`config.mk`:
```
export PLATFORM = sky130hd
export DESIGN_NAME = video_sampling_arbiter
export DESIGN_NICKNAME = d
export VERILOG_FILES = /design/src/rtl/video_sampling_arbiter.sv
export SDC_FILE = /design/constraint.sdc
export NUM_CORES = 1
export LEC_CHECK = 0
export CAP_MARGIN = 20
export CORE_AREA = 2 2 523 525
export CTS_CLUSTER_SIZE = 24
export DETAILED_ROUTE_END_ITERATION = 8
export DIE_AREA = 0 0 525 527
export GPL_ROUTABILITY_DRIVEN = 0
export PLACE_DENSITY_LB_ADDON = 0.25
export SLEW_MARGIN = 40
export SYNTH_ARGS = -nofsm -noshare
export SYNTH_HDL_FRONTEND = slang
export SYNTH_SLANG_ARGS = --single-unit
```
`constraint.sdc`:
```
create_clock -name clk -period 4.3 [get_ports clk]
set_clock_uncertainty 0.05 [all_clocks]
set_input_delay 0.86 -clock clk [delete_from_list [all_inputs] [get_ports clk]]
set_output_delay 0.86 -clock clk [all_outputs]
set_load 0.02 [all_outputs]
```
`src/rtl/video_sampling_arbiter.sv`:
```
// video_sampling_arbiter
// Shares one DDR write master between CH_NUM downsampling channels. A
// round-robin arbiter picks a channel whose ping-pong half is full, then one
// BURST_LEN-beat burst is read out of that half and written to the channel's
// frame buffer at its running write pointer. Frame-end pulses rewind a
// channel's pointer and half, but only between bursts.
module video_sampling_arbiter #(
  parameter int CH_NUM       = 4,
  parameter int RD_ADDR_LEN  = 5,
  parameter int DQ_WIDTH     = 32,
  parameter int BURST_LEN    = 16,
  parameter int ADDR_WIDTH   = 28,
  parameter int CH_STRIDE    = 4096,
  parameter int FRAME_BURSTS = 225
) (
  input  logic                           clk,
  input  logic                           rst,
  input  logic [CH_NUM-1:0]              ch_data_ready,
  input  logic [CH_NUM-1:0]              ch_frame_end,
  input  logic [CH_NUM*DQ_WIDTH*8-1:0]   ch_rd_data,
  output logic [CH_NUM-1:0]              ch_rd_valid,
  output logic [RD_ADDR_LEN-1:0]         ch_rd_addr,
  output logic                           ddr_wr_req,
  input  logic                           ddr_wr_ack,
  output logic [ADDR_WIDTH-1:0]          ddr_wr_addr,
  output logic [7:0]                     ddr_wr_len,
  input  logic                           ddr_wr_data_req,
  output logic [DQ_WIDTH*8-1:0]          ddr_wr_data,
  input  logic                           ddr_wr_done,
  output logic [3:0]                     grant_id
);

  localparam int BEAT_W = DQ_WIDTH * 8;
  localparam int SEL_W  = (CH_NUM > 1) ? $clog2(CH_NUM) : 1;
  // Beat counter must reach BURST_LEN itself, so it is one bit wider than
  // the in-half address field.
  localparam int BCNT_W = RD_ADDR_LEN;
  localparam int FCNT_W = (FRAME_BURSTS > 1) ? $clog2(FRAME_BURSTS) : 1;

  typedef enum logic [2:0] {
    S_IDLE,
    S_GRANT,
    S_REQ,
    S_DATA,
    S_DONE
  } state_t;

  // FSM registers
  state_t                  r_state;
  logic [SEL_W-1:0]        r_grant;
  logic [SEL_W-1:0]        r_last_grant;
  logic [CH_NUM-1:0]       r_rd_valid;
  logic [RD_ADDR_LEN-1:0]  r_rd_addr;
  logic                    r_wr_req;
  logic [ADDR_WIDTH-1:0]   r_wr_addr;
  logic [BCNT_W-1:0]       r_beat_cnt;

  // Per-channel state exported from the generate block
  logic [ADDR_WIDTH-1:0]   w_wptr [CH_NUM];
  logic [CH_NUM-1:0]       w_half;
  logic [BEAT_W-1:0]       w_ch_data [CH_NUM];

  // Arbiter and datapath helpers
  logic                    w_found;
  logic [SEL_W-1:0]        w_winner;
  logic                    w_half_sel;
  logic [BCNT_W-1:0]       w_beat_inc;
  logic                    w_take_beat;
  logic                    w_burst_end;

  // Per-channel write pointer, ping-pong half, frame burst count and sticky
  // frame-end flag. Frame rewinds are applied only while the FSM idles, so a
  // burst in flight always finishes at the address it started with.
  genvar gi;
  generate
    for (gi = 0; gi < CH_NUM; gi++) begin : g_ch
      localparam logic [ADDR_WIDTH-1:0] BASE = ADDR_WIDTH'(gi * CH_STRIDE);

      logic [ADDR_WIDTH-1:0] r_wptr;
      logic                  r_half;
      logic [FCNT_W-1:0]     r_fcnt;
      logic                  r_pend;
      logic                  w_apply;
      logic                  w_adv;

      assign w_apply       = (r_state == S_IDLE) && r_pend;
      assign w_adv         = (r_state == S_DONE) && (r_grant == SEL_W'(gi));
      assign w_wptr[gi]    = r_wptr;
      assign w_half[gi]    = r_half;
      assign w_ch_data[gi] = ch_rd_data[gi*BEAT_W +: BEAT_W];

      // Advance after each served burst; rewind on a pending frame end.
      always_ff @(posedge clk) begin
        if (rst) begin
          r_wptr <= BASE;
          r_half <= 1'b0;
          r_fcnt <= '0;
          r_pend <= 1'b0;
        end else begin
          r_pend <= ch_frame_end[gi] | (r_pend & ~w_apply);
          if (w_apply) begin
            r_wptr <= BASE;
            r_half <= 1'b0;
            r_fcnt <= '0;
          end else if (w_adv) begin
            r_half <= ~r_half;
            if (r_fcnt == FCNT_W'(FRAME_BURSTS - 1)) begin
              r_wptr <= BASE;
              r_fcnt <= '0;
            end else begin
              r_wptr <= r_wptr + ADDR_WIDTH'(BURST_LEN);
              r_fcnt <= r_fcnt + 1'b1;
            end
          end
        end
      end
    end
  endgenerate

  // Round-robin search starting just after the last winner.
  always_comb begin : p_arb
    int idx;
    idx      = 0;
    w_found  = 1'b0;
    w_winner = r_last_grant;
    for (int i = 1; i <= CH_NUM; i++) begin
      idx = (int'(r_last_grant) + i) % CH_NUM;
      if (!w_found && ch_data_ready[SEL_W'(idx)]) begin
        w_found  = 1'b1;
        w_winner = SEL_W'(idx);
      end
    end
  end

  assign w_half_sel  = w_half[r_grant];
  assign w_beat_inc  = r_beat_cnt + 1'b1;
  assign w_take_beat = ddr_wr_data_req && (r_beat_cnt < BCNT_W'(BURST_LEN));
  // Burst is complete once all beats were requested, including a done that
  // lands on the same cycle as the final data request.
  assign w_burst_end = ddr_wr_done &&
                       ((r_beat_cnt == BCNT_W'(BURST_LEN)) ||
                        (ddr_wr_data_req && (r_beat_cnt == BCNT_W'(BURST_LEN - 1))));

  // Burst sequencer: IDLE -> GRANT -> REQ -> DATA -> DONE -> IDLE.
  always_ff @(posedge clk) begin
    if (rst) begin
      r_state      <= S_IDLE;
      r_grant      <= '0;
      r_last_grant <= SEL_W'(CH_NUM - 1);
      r_rd_valid   <= '0;
      r_rd_addr    <= '0;
      r_wr_req     <= 1'b0;
      r_wr_addr    <= '0;
      r_beat_cnt   <= '0;
    end else begin
      case (r_state)
        S_IDLE: begin
          if (|ch_data_ready) begin
            r_state <= S_GRANT;
          end
        end
        S_GRANT: begin
          // Ready may have dropped since IDLE looked; fall back if so.
          if (w_found) begin
            r_grant      <= w_winner;
            r_last_grant <= w_winner;
            r_rd_valid   <= CH_NUM'(1) << w_winner;
            r_wr_req     <= 1'b1;
            r_wr_addr    <= w_wptr[w_winner];
            r_state      <= S_REQ;
          end else begin
            r_state <= S_IDLE;
          end
        end
        S_REQ: begin
          if (ddr_wr_ack) begin
            r_wr_req  <= 1'b0;
            r_rd_addr <= {w_half_sel, {(RD_ADDR_LEN-1){1'b0}}};
            r_state   <= S_DATA;
          end
        end
        S_DATA: begin
          // The address moves on with each request so the RAM's registered
          // output presents beat k in the cycle the master consumes it.
          if (w_take_beat) begin
            r_beat_cnt <= w_beat_inc;
            r_rd_addr  <= {w_half_sel, w_beat_inc[RD_ADDR_LEN-2:0]};
          end
          if (w_burst_end) begin
            r_state <= S_DONE;
          end
        end
        S_DONE: begin
          r_rd_valid <= '0;
          r_rd_addr  <= '0;
          r_beat_cnt <= '0;
          r_state    <= S_IDLE;
        end
        default: begin
          r_state <= S_IDLE;
        end
      endcase
    end
  end

  assign ch_rd_valid = r_rd_valid;
  assign ch_rd_addr  = r_rd_addr;
  assign ddr_wr_req  = r_wr_req;
  assign ddr_wr_addr = r_wr_addr;
  assign ddr_wr_len  = 8'(BURST_LEN);
  assign ddr_wr_data = w_ch_data[r_grant];
  assign grant_id    = 4'(r_grant);

endmodule

```
* Word level (Yosys, flattened, before mapping) *
Index checks and enable logic that the tools add are counted.

operators by class
  muxes and demuxes = 51
  equality and inequality tests = 18
  add/sub/neg operators = 13
  magnitude comparators = 8
  shift-type cells = 1
  bitwise operators = 18
  reduce and logical (&&, ||, !) cells = 35
  multiply operators = 0
  divide/modulo/power cells = 0

operators by type and width
  operator                 number
  $bmux W256 S2            1
  $mux W256                2
  $mux W28                 6
  $add A28 B5 Y28 const B  4
  $bmux W28 S2             1
  $add A8 B1 Y8 const B    4
  $eq A8 B8 Y1 const B     4
  $mux W8                  4
  $lt A2 B4 Y1 const B     4
  $mux W1                  15
  $mux W5                  3
  $pmux W5 S3              1
  $logic_and A1 B1 Y1      14
  $pmux W3 S4              1
  $bmux W1 S2              5
  $mux W2                  5
  $pmux W5 S2              1
  $mux W3                  3
  $reduce_and A3 Y1        3
  $ne A2 B2 Y1 const B     4
  $not A1 Y1               8
  $pmux W4 S2              1
  $reduce_or A2 Y1         4
  $eq A3 B2 Y1 const B     2
  other kinds (27)         44

storage, ports and cells
  bits in latches = 0
  bits of input ports = 1037
  flip-flop bits (word level) = 202
  bits in read-only memories = 0
  output and inout bits = 306
  logic and storage cells = 168
  memories kept = 0
  memory bits (writable) = 0

* Depth between registers and ports, before layout *
Gate-level depths: netlist of run 1.

  depth in word-level cells = 18
  depth in mapped cells = 8
  depth with buffers taken out = 7

* Worst setup path after synthesis of run 1 *
OpenSTA, ideal clock, no wires.

  kind = register to output
  from = reg r_grant[0]
  to = out ddr_wr_data[236]
  path buffers = 3
  cell stages (with the launch flop) = 5
  required time = 3390 ps
  data arrival time = 2179 ps
  setup slack = 1211 ps
  path through = dfxtp_1 > buf_2 > buf_2 > buf_1 > mux4_2

between the ends
  longest elaborated chain between the ends = 4

ends and longest elaborated chain
  what                                           RTL line  text
  start: declaration                             50        logic [SEL_W-1:0] r_grant;
  start signal: assignment                       165       r_grant <= w_winner;
  $not A2 Y3 (implied by the code)               211       assign ddr_wr_data = w_ch_data[r_grant];
  $bmux W256 S2                                  211
  $mux W256 (implied by the code) (2 in series)  211
  end: declaration                               28        output logic [DQ_WIDTH*8-1:0] ddr_wr_data,

No other way between the ends. The select of a mux whose other input is x is not followed.

* Worst setup path in the final report of run 1 *
  from = in ch_rd_data[122]
  to = out ddr_wr_data[122]

between the ends
  longest elaborated chain between the ends = 3

ends and longest elaborated chain
  what                                           RTL line  text
  start: declaration                             20        input logic [CH_NUM*DQ_WIDTH*8-1:0] ch_rd_data,
  $bmux W256 S2                                  211
  $mux W256 (implied by the code) (2 in series)  211

No other way between the ends. The select of a mux whose other input is x is not followed.

==> run metrics, run 1 <==
status=finished clean; P per Cell Area=314 nW/µm²; Async S/R FF share, synth=0%; CP Capture Type=primary output; RR Startpoint=r_state[2]; combinational fraction of design power=66.9%; post-synth cell types=55; CP Launch Point=ch_rd_data[122]; CTS tree=done; crit-path cells=clkdlybuf4s50_1, mux4_2, buf_12, clkdlybuf4s50_1; crit path kind=in -> out; cell accounting for the most synthesized area=mux4_2; top-count cell post-synth=mux4_2; worst-margin pin slew=0.808 ns; Reg2Reg Setup Slack=1.25 ns; post-route ant nets=0; Setup Fix Bufs, Post-CTS=0; share of the clock period used by the worst path after layout=93.0%; WL per Instance=44.4 µm; Max Freq=250 MHz; Post-synth top cells=mux4_2, dfxtp_1, nor2_1; Avg Cell Area, Syn=11.1 µm²; ys flop type=dfxtp_1; Yosys top cell area share=39.5%; htree depth=4; Worst VDD drop=0.153 mV; internal power=5480 µW; RSZ-0062 raised after global routing=false; CP peak stage delay=0.78 ns; crit path to=ddr_wr_data[122]; GRT overflow=0; Data arrival, critical path=3.09 ns; DRT Wirelength=283000 µm; Clock Sinks=182; boundary pin count=1343; clock slew at reported path FFs=0.07 ns; nets=3668; Hold Path Class=reg -> reg; final setup vio count=0; pin count of the biggest net entering global routing=49; clock buffer count from CTS=17; worst reg2reg path endpoint=g_ch[2].r_wptr[26]; Hold Vio Cnt, Final=0; Sw Share=47.8%; clock share of power=16.3%; die span in x=525 µm; Clock Tree Buf Depth=2; top cells by area, synth=mux4_2, dfxtp_1, nor2_1; max-slew violation count=0; clock latency on the worst-skew pair=0.46 ns; cells after synthesis=1325; first-pass GRT wire length=326000 µm; startpoint type of the worst setup path=primary input; setup TNS=0 ns; Die H=527 µm; core area=272000 µm²; routed via count=20100; Tot GR Track Use=19.7%; sequential share of the synthesized area=24.8%; post-CTS sizing=0; cells on worst reg2reg path=6; crit path max fanout=1; DRC viols=0; Port Buf Inserts=1328; most frequent CP cell=clkdlybuf4s50_1; DP HPWL=267000 µm; vias in the first global route=19000; sequential share of power=16.8%; die area=277000 µm²; synthesized flop and latch total=182; Final Util=12.3%; Req. time, crit path=3.39 ns; share of post-route cells with drive strength above 1=18.6%; first drt pass iteration count=7; Syn-to-layout area delta=128%; slew margin rel.=45.7%; 1st-iter DRT viols=1655; initial antenna violation count=428; hold_buf cts=0; maxcap violations=0; Sw Pwr=5020 µW; Syn. warnings=0; row count=192; vias per cell=3.15; Starting Density=5.40%; critical path's slowest cell=clkdlybuf4s50_1; EDFF count, synth=0; root buf cell=clkbuf_16; leakage=0.0102 µW; min cycle time layout=4.00 ns; mapped cell area=14700 µm²
power by group through the flow:
stage	registers, µW	logic, µW	clock network [µW]
floorplan	1780	2410	0
global placement	1870	7230	0
detailed placement	1810	7300	0
CTS	1770	7340	1770
global route	1770	7210	1840
finish	1760	7030	1710
logic make-up (layout without fill, tap and decap cells):
kind of cell	Yosys count	count (layout)	share of synthesized area, %
fa+ha+maj	15	15	1.28
other cells	2	169	0.0512
buf+inv	152	1444	4.43
simple gates	455	455	15.9
compound gates	121	121	5.37
flops	182	182	24.8
xor+xnor	115	115	6.87
mux	283	283	41.2
how the worst min path moves through the flow:
stage                              start             end  slack, ns  cells past startpoint
after CTS                  ch_rd_addr[4]   ch_rd_addr[4]       0.41                      2
after global placement     ch_rd_addr[4]   ch_rd_addr[4]       0.41                      2
after floorplan           g_ch[0].r_pend  g_ch[0].r_half       0.38                      1
after detailed placement   ch_rd_addr[4]   ch_rd_addr[4]       0.40                      2
after global routing       ch_rd_addr[4]   ch_rd_addr[4]       0.44                      2
final                      ch_rd_addr[4]   ch_rd_addr[4]       0.41                      2
metal layers:
metal  wire length (µm)  share of wire, %  global-route usage [%]  vias to the layer above
li1                   -                 -                       -                     7971
met1              94700                33                    19.4                     9702
met2             142000                50                    35.2                     1562
met3              34600                12                    10.6                      654
met4              11000               3.9                    6.19                      200
met5               1310              0.46                    1.40                        -
sequential cells by signal (all words and copies together), names as in the netlist:
name,cells
r_grant,2
r_state,3
r_beat_cnt,5
g_ch.r_half,4
ddr_wr_req,1
r_last_grant,2
g_ch.r_wptr,96
ch_rd_valid,4
ch_rd_addr,5
g_ch.r_pend,4
ddr_wr_addr,24
g_ch.r_fcnt,32
layout make-up:
type	instances	area, µm²
diodes	155	388
clock buffers	17	425
clock inverters	15	190
fillers	30800	238000
inverters	30	113
multi-input cells	1003	10500
flip-flops and latches	182	3650
well taps	3589	4490
repair buffers	1382	13800
stage by stage:
| step | power (µW) | std cells | instance area, µm² | worst slack, ns | hold WS [ns] |
|---|---|---|---|---|---|
| floorplan | 4180 | 1337 | 14700 | 1.21 | 0.385 |
| global placement | 9100 | 6183 | 32400 | 0.0492 | 0.406 |
| detailed placement | 9100 | 6186 | 32500 | 0.330 | 0.404 |
| CTS | 10900 | 6218 | 33100 | 0.239 | 0.413 |
| global route | 10800 | 6290 | 33300 | 0.288 | 0.439 |
| finish | 10500 | 6373 | 33500 | 0.301 | 0.410 |
worst max-delay path: cells and delay by family:
family	cells	cell delay, ns
multiplexers	1	0.67
buffers and inverters	3	1.53
placed cells by master, fill, tap and decap left out, types with 15 or more instances in the layout:
master | synthesis | routed
clkdlybuf4s50_1 | 0 | 1201
mux4_2 | 257 | 257
dfxtp_1 | 182 | 180
diode_2 | 0 | 155
buf_4 | 14 | 151
nor2_1 | 142 | 142
nand2_1 | 77 | 77
nand3_1 | 60 | 60
xor2_1 | 60 | 60
xnor2_1 | 55 | 55
nand4_1 | 43 | 43
a21oi_1 | 40 | 40
inv_1 | 30 | 30
buf_12 | 0 | 27
mux2i_1 | 25 | 25
o211ai_1 | 24 | 24
a32oi_1 | 21 | 21
nor3_1 | 21 | 20
nor4_1 | 21 | 19
o21ai_0 | 18 | 18
and3_1 | 17 | 17
clkbuf_16 | 0 | 17
and2_1 | 16 | 16
ha_1 | 15 | 15
Power figures use the tool's default switching activity.
==> run 2: changes to the inputs <==
Settings changed: PLACE_DENSITY set to 0.3, PLACE_DENSITY_LB_ADDON 0.25 to unset.
==> run metrics, run 2 (synthesis gave the netlist of run 1 again) <==
critical path's slowest cell=mux4_2; nets=3683; crit path kind=reg -> out; 1st-iter DRT viols=1196; Starting Density=5.40%; first drt pass iteration count=5; Reg2Reg Setup Slack=1.49 ns; pin count of the biggest net entering global routing=56; Port Buf Inserts=1328; clock latency on the worst-skew pair=0.46 ns; hold_buf cts=0; min cycle time layout=3.93 ns; boundary pin count=1343; Max Freq=255 MHz; DRC viols=0; P per Cell Area=319 nW/µm²; clock slew at reported path FFs=0.08 ns; Reg with most FFs=g_ch.r_wptr; row count=192; DP HPWL=272000 µm; die area=277000 µm²; combinational fraction of design power=68.2%; Hold Vio Cnt, Final=0; Setup Fix Bufs, Post-CTS=0; sequential share of power=16.7%; Final WS setup=0.374 ns; Worst Hold Launch=ch_rd_addr[3]; CP Capture Type=primary output; routed via count=20000; WHS=0.414 ns; max reg flops=96; vias in the first global route=19000; Place WS=0.368 ns; internal power=5360 µW; Sw Share=49.5%; slew margin rel.=41.1%; share of post-route cells with drive strength above 1=19.4%; leakage=0.0103 µW; final setup vio count=0; placed cell areas=32500 µm²; Worst VDD drop=0.295 mV; worst-margin pin slew=0.881 ns; first-pass GRT wire length=333000 µm; WL per Instance=45.8 µm; die span in x=525 µm; RSZ-0062 raised after global routing=false; Hold Path Class=reg -> reg; Clock Sinks=182; Req. time, crit path=3.39 ns; Tot GR Track Use=20.2%; Data arrival, critical path=3.02 ns; setup TNS=0 ns; maxcap violations=0; post-route ant nets=0; root buf cell=clkbuf_16; crit-path cells=buf_12, buf_4, mux4_2, clkdlybuf4s50_1; CP peak stage delay=0.71 ns; CTS tree=done; clock share of power=15.0%; max-slew violation count=0; share of the clock period used by the worst path after layout=91.3%; vias per cell=3.16; Die H=527 µm; initial antenna violation count=369; clock buffer count from CTS=17; crit path max fanout=19; commonest non-fill, non-tap cell in the layout=clkdlybuf4s50_1; Non-Filler Cell Area, Final=33300 µm²; Clock Tree Buf Depth=2; htree depth=4; status=finished clean; CP Launch Point=r_grant[0]; most frequent cells in the layout=clkdlybuf4s50_1, mux4_2, dfxtp_1; DRT Wirelength=289000 µm; post-CTS sizing=0; Syn-to-layout area delta=127%; GRT overflow=0; RR Startpoint=r_state[2]; Sw Pwr=5260 µW; startpoint type of the worst setup path=flop; core area=272000 µm²
-- run 2: stage by stage --
stage / util, % / total power (µW) / cells
floorplan: - / 4180 / 1337
CTS: 12.2 / 11000 / 6232
global placement: 11.9 / 9360 / 6198
finish: 12.3 / 10600 / 6323
detailed placement: 12.0 / 9340 / 6200
global route: 12.2 / 10900 / 6273
-- run 2: layer usage --
| layer | vias to the layer above | global-route usage, % | routed length, µm | part of all wire [%] |
|---|---|---|---|---|
| li1 | 7909 | - | - | - |
| met1 | 9761 | 19.1 | 92600 | 32 |
| met2 | 1546 | 38.5 | 154000 | 53 |
| met3 | 585 | 9.74 | 32000 | 11 |
| met4 | 168 | 5.02 | 9660 | 3.3 |
| met5 | - | 0 | 1240 | 0.43 |
-- run 2: path summary, 6_finish.rpt --
kind | endpoint | cells past startpoint
min reg2reg | ch_rd_addr[3] | 2
max reg2reg | g_ch[2].r_wptr[26] | 6
min | ch_rd_addr[3] | 2
max | ddr_wr_data[142] | 4
-- run 2: worst max-delay path, delay by kind of cell (launching register included) --
| family | cells | cell delay (ns) |
|---|---|---|
| multiplexers | 1 | 0.71 |
| flip-flops | 1 | 0.62 |
| buffers and inverters | 3 | 1.12 |
-- run 2: layout make-up --
| class | count | area (µm²) |
|---|---|---|
| fill | 30900 | 238000 |
| timing repair buffer | 1397 | 13800 |
| multi-input combinational | 1003 | 10500 |
| tap | 3589 | 4490 |
| sequential | 182 | 3650 |
| clock buffer | 18 | 439 |
| antenna | 90 | 225 |
| clock inverter | 14 | 126 |
| inverter | 30 | 113 |
-- run 2: power groups by stage --
stage | Clock [µW] | Combinational, µW | Sequential [µW]
6_report | 1600 | 7240 | 1780
3_3_place_gp | 0 | 7480 | 1870
3_5_place_dp | 0 | 7520 | 1820
4_1_cts | 1660 | 7560 | 1780
5_1_grt | 1730 | 7410 | 1790
2_1_floorplan | 0 | 2410 | 1780
